### config.mk
export PLATFORM = sky130hd
export DESIGN_NAME = counter_observer
export DESIGN_NICKNAME = d
export VERILOG_FILES = /design/src/rtl/counter_observer.sv
export SDC_FILE = /design/constraint.sdc
export NUM_CORES = 1
export LEC_CHECK = 0
export ABC_AREA = 1
export CAP_MARGIN = 20
export CORE_MARGIN = 1.5
export CORE_UTILIZATION = 45
export CTS_CLUSTER_SIZE = 20
export DETAILED_ROUTE_END_ITERATION = 16
export PLACE_DENSITY_LB_ADDON = 0.15
export SLEW_MARGIN = 20
export SYNTH_ARGS = -nofsm -noshare
export SYNTH_HDL_FRONTEND = slang
export SYNTH_SLANG_ARGS = --single-unit
### constraint.sdc
create_clock -name clk -period 1.8 [get_ports clk]
set_input_delay 0.27 -clock clk [delete_from_list [all_inputs] [get_ports clk]]
set_output_delay 0.27 -clock clk [all_outputs]
set_load 0.05 [all_outputs]
### src/rtl/counter_observer.sv
// counter_observer: watches an upstream free-running counter, flags any step
// that is not exactly +1, counts wrap-arounds (saturating) and captures
// triggered snapshots of the counter into a small FIFO drained via
// valid/ready.
//
// Optional build macro COUNTER_OBSERVER_TIMESTAMP_EN: adds a free-running
// 16-bit cycle counter; each snapshot then also carries the cycle stamp,
// presented on snap_ts alongside snap_data.
module counter_observer #(
  parameter int WIDTH  = 8,
  parameter int DEPTH  = 4,
  parameter int WRAP_W = 16
) (
  input  logic              clk,
  input  logic              rst,
  input  logic [WIDTH-1:0]  cnt_in,
  input  logic              cnt_vld,
  input  logic              trig,
  output logic [WIDTH-1:0]  snap_data,
  output logic              snap_valid,
  input  logic              snap_ready,
  output logic [WRAP_W-1:0] wrap_count,
  output logic              step_err,
  output logic              ovf,
  input  logic              err_clr
`ifdef COUNTER_OBSERVER_TIMESTAMP_EN
  ,
  output logic [15:0]       snap_ts
`endif
);

  localparam int PTR_W = $clog2(DEPTH);
  localparam int CNT_W = PTR_W + 1;
`ifdef COUNTER_OBSERVER_TIMESTAMP_EN
  localparam int TS_W    = 16;
  localparam int ENTRY_W = WIDTH + TS_W;
`else
  localparam int ENTRY_W = WIDTH;
`endif

  typedef enum logic {
    IDLE,
    TRACK
  } state_t;

  // Step-check FSM state
  state_t             state_q;
  logic [WIDTH-1:0]   prev_q;
  logic [WRAP_W-1:0]  wrap_count_q;
  logic               step_err_q;

  // Snapshot FIFO state
  logic [ENTRY_W-1:0] mem_q [DEPTH];
  logic [PTR_W-1:0]   wr_ptr_q, wr_ptr_d;
  logic [PTR_W-1:0]   rd_ptr_q, rd_ptr_d;
  logic [CNT_W-1:0]   count_q, count_d;
  logic [ENTRY_W-1:0] head_q, head_d;
  logic               snap_valid_q;
  logic               ovf_q;

  logic [ENTRY_W-1:0] entry_in;
  logic [WIDTH-1:0]   expect_nxt;
  logic               track_chk;
  logic               step_hit;
  logic               wrap_hit;
  logic               wrap_sat;
  logic               push_req;
  logic               pop;
  logic               full;
  logic               push_ok;
  logic               drop;

`ifdef COUNTER_OBSERVER_TIMESTAMP_EN
  logic [TS_W-1:0]    ts_q;

  // Free-running cycle stamp, wraps naturally
  always_ff @(posedge clk or posedge rst) begin
    if (rst) ts_q <= '0;
    else     ts_q <= ts_q + 1'b1;
  end

  assign entry_in = {ts_q, cnt_in};
  assign snap_ts  = head_q[ENTRY_W-1:WIDTH];
`else
  assign entry_in = cnt_in;
`endif

  // Step and wrap detection against the previously observed value
  always_comb begin
    // NOTE: every signal gets a default first so no path leaves it unassigned,
    // which would otherwise infer a latch.
    expect_nxt = prev_q + WIDTH'(1);
    track_chk  = (state_q == TRACK) && cnt_vld;
    step_hit   = track_chk && (cnt_in != expect_nxt);
    wrap_hit   = track_chk && (prev_q == '1) && (cnt_in == '0);
    wrap_sat   = (wrap_count_q == '1);
  end

  // Resync FSM: IDLE loads prev without checking, TRACK checks and resyncs
  always_ff @(posedge clk or posedge rst) begin
    // NOTE: sequential state uses non-blocking assignments so every register
    // samples pre-edge values regardless of statement order.
    if (rst) begin
      state_q      <= IDLE;
      prev_q       <= '0;
      wrap_count_q <= '0;
      step_err_q   <= 1'b0;
    end else begin
      case (state_q)
        IDLE: begin
          if (cnt_vld) begin
            prev_q  <= cnt_in;
            state_q <= TRACK;
          end
        end
        TRACK: begin
          if (!cnt_vld) state_q <= IDLE;
          else          prev_q  <= cnt_in;
        end
        default: state_q <= IDLE;
      endcase
      // A new error in the same cycle as err_clr wins over the clear.
      step_err_q <= step_hit | (step_err_q & ~err_clr);
      if (wrap_hit && !wrap_sat) wrap_count_q <= wrap_count_q + 1'b1;
    end
  end

  // FIFO next-state: occupancy, pointers and the value that will be at the head
  always_comb begin
    push_req = trig & cnt_vld;
    pop      = snap_valid_q & snap_ready;
    full     = (count_q == CNT_W'(DEPTH));
    // When full, a simultaneous pop frees the slot the push lands in.
    push_ok  = push_req & (~full | pop);
    drop     = push_req & full & ~pop;

    count_d  = count_q;
    if (push_ok && !pop)      count_d = count_q + 1'b1;
    else if (pop && !push_ok) count_d = count_q - 1'b1;

    wr_ptr_d = push_ok ? wr_ptr_q + 1'b1 : wr_ptr_q;
    rd_ptr_d = pop     ? rd_ptr_q + 1'b1 : rd_ptr_q;

    // The next head is the entry being written this cycle when the read
    // pointer lands on the write slot (empty push, or pop+push with one entry).
    if (push_ok && (rd_ptr_d == wr_ptr_q)) head_d = entry_in;
    else                                   head_d = mem_q[rd_ptr_d];
  end

  // FIFO control, registered head and sticky overflow
  always_ff @(posedge clk or posedge rst) begin
    if (rst) begin
      wr_ptr_q     <= '0;
      rd_ptr_q     <= '0;
      count_q      <= '0;
      head_q       <= '0;
      snap_valid_q <= 1'b0;
      ovf_q        <= 1'b0;
    end else begin
      wr_ptr_q     <= wr_ptr_d;
      rd_ptr_q     <= rd_ptr_d;
      count_q      <= count_d;
      snap_valid_q <= (count_d != '0);
      if (count_d != '0) head_q <= head_d;
      ovf_q        <= drop | (ovf_q & ~err_clr);
    end
  end

  // Snapshot storage
  always_ff @(posedge clk) begin
    // NOTE: storage has no reset; occupancy and pointers gate every read, so
    // stale contents are never observed and the array maps to plain RAM.
    if (push_ok) mem_q[wr_ptr_q] <= entry_in;
  end

  assign snap_data  = head_q[WIDTH-1:0];
  assign snap_valid = snap_valid_q;
  assign wrap_count = wrap_count_q;
  assign step_err   = step_err_q;
  assign ovf        = ovf_q;

endmodule
==> metrics <==
status=finished clean; metal2 WL=around 4500 microns; final worst-path cycle share=0.916; maximum fanout along the worst path=9; Leakage=2.41 nW; Skew-Pair Late Insertion Delay=0.34 ns; CP endpoint kind=flip-flop; upper clock frequency limit=about 610 MHz; Slew headroom=0.556; Layout area overhead=26.4%; DRC=0; CTS Hold Bufs=0; total CTS buffers=9; clock slew at reported path FFs=0.08 ns; vias per cell=just under 5; Fin Clk Skew=0.0106 ns; Ports=41; layout cells sized above 1=0.203; Critical Path AT=1.87 ns; Peak VDD IR=roughly 530 uV; register bit total from synthesis=75; diode count=0; post-CTS resize count=4; Post-DP Area=a little under 5000 sq um; final worst setup slack=0.151 ns; fin crit period=around 1.6 ns; wl on met1=4240 microns; initial core utilization=0.460; yosys warns=0; Final Setup Violations=0; GP Congestion=around 0.9; Worst setup SP type=flip-flop; synthesized area=about 4000 sq um; worst slew pin tran=approximately 0.66 ns; MaxCap Viol Count=0; placed instance count=~640; setup repair bufs after CTS=0; Gate Count Post-Synth=between 400 and 500; sequential share of the synthesized area=0.512; Port Buffer Count=40; Setup Slack @ Placement=-0.103 ns; Slew Limit Fails=0; Post-Layout Cell Count=660; DRT Wirelength=roughly 9200 microns; Net Count, Synth=between 400 and 500; Longest Clk Path Bufs=2; number of global-route vias before repair=3230; Layout Nets=between 500 and 600; Iter 0 DRT Violations=144; First-pass DRT Iterations=4; Hold WS=between 0.2 and 0.3 ns; TritonCTS clock tree=built; Syn Area/Cell=~8.7 sq um; setup_tns=0 ns; width of the die=just under 100 microns; Hold Vio Cnt, Final=0; GRT Resource Usage Total=0.208; Core Area=8640 sq um; uppermost layer routed=met4; Vias=3276; RSZ-0062 raised after global routing=false; met3 routed wirelength=~390 microns; Die Span Y=97.0 microns; initial antenna violation count=0; HPWL Detailed=around 7100 microns; largest net degree at the start of global routing=22; H-tree Lvls=3; WL per Instance=13.9 microns; Sink Count=between 70 and 80; Req. time, crit path=about 2 ns; Design Area, Final=approximately 5000 sq um; Crit Path Class=flip-flop to flip-flop; GRT overflow=0; die area=9410 sq um; flop2flop setup slack=0.15 ns; worst min path class=primary input to async pin; first-pass GRT wire length=approximately 15000 microns; power density over cell area=between 1000 and 1500 nW/um^2; row cnt=34; CTS root buf=clkbuf_8; post-route ant nets=0; Cell variety after synth=28
## Yosys cell counts, drive strengths merged
library cell    n  area [sq um]
clkinv          1          5.00
inv            53           199
dfrtp          43          1080
or2             1          6.26
nor2           29           130
xor2           15           131
a21oi           5          25.0
nand4          11          68.8
nand2         133           569
clkbuf          1          3.75
ha              9           113
nand3b          2          15.0
edfxtp         32           961
nand3          81           433
nor3            7          35.0
buf             8          53.8
xnor2           8          70.1
o21ai          16          80.1
## state kept, by name, summed over array words and instances, names as in the netlist
signal	cells
ovf	1
step_err	1
count_q	3
snap_valid	1
wrap_count	16
prev_q	8
wr_ptr_q	2
mem_q	32
rd_ptr_q	2
snap_data	8
state_q	1
## power breakdown
| group | total [mW] | switching (mW) | internal [mW] | leakage [nW] |
|---|---|---|---|---|
| combinational | 2.79 | 1.74 | 1.05 | 1.53 |
| clock | 1.25 | 0.585 | 0.664 | 0.0971 |
| sequential | 2.29 | 0.205 | 2.08 | 0.784 |
## stage by stage
step / util / power [mW]
after floorplan: - / 4.18
after global placement: 0.558 / 5.09
after CTS: 0.580 / 6.39
final: 0.582 / 6.33
after detailed placement: 0.558 / 5.14
after global routing: 0.582 / 6.80
## kinds of logic after synthesis
| group | synth area share |
|---|---|
| AND/OR/NAND/NOR | 0.316 |
| flip-flops | 0.512 |
| buffers and inverters | 0.0658 |
| XOR/XNOR | 0.0507 |
| AO/OA/AOI/OAI | 0.0264 |
| adder cells (fa/ha/maj) | 0.0283 |
## per-layer routing
| metal | track usage | vias up |
|---|---|---|
| li1 | - | 1667 |
| met1 | 0.273 | 1537 |
| met2 | 0.349 | 64 |
| met3 | 0.0332 | 8 |
| met4 | 0.0725 | 0 |
| met5 | 0 | - |
## final cells by class
class,instances,area (sq um)
Inverter,54,204
Tap cell,108,135
Clock inverter,6,55.1
Clock buffer,10,138
Fill cell,791,3610
Sequential cell,75,2040
Multi-Input combinational cell,317,1680
Timing Repair Buffer,90,771
## placed cells by master, fill, tap and decap left out, drive strengths merged, types with 10 or more instances in the layout
master           n
clkbuf          10
xor2            15
nand4           11
buf             69
nand3           81
nor2            29
dfrtp           43
edfxtp          32
inv             52
clkdlybuf4s50   13
o21ai           16
nand2          133
## path summary, 6_finish.rpt
path                            startpoint  depth (start not counted)       endpoint
worst max-delay path            count_q[0]                          9   snap_data[3]
worst min-delay path                   rst                          2     count_q[0]
worst max register to register  count_q[0]                          9   snap_data[3]
worst min register to register         ovf                          2            ovf
max in group asynchronous              rst                          3  wrap_count[1]
min in group clk                       ovf                          2            ovf
## critical path, stage by stage, from the launching register on
cell	delay (ns)
dfrtp_1	0.37
inv_1	0.08
ha_1	0.21
nand2_1	0.10
nand3_2	0.12
or2_1	0.28
nand2_4	0.09
nand3_4	0.12
nand3_1	0.11
nand2_1	0.06
Power figures use the tool's default switching activity.
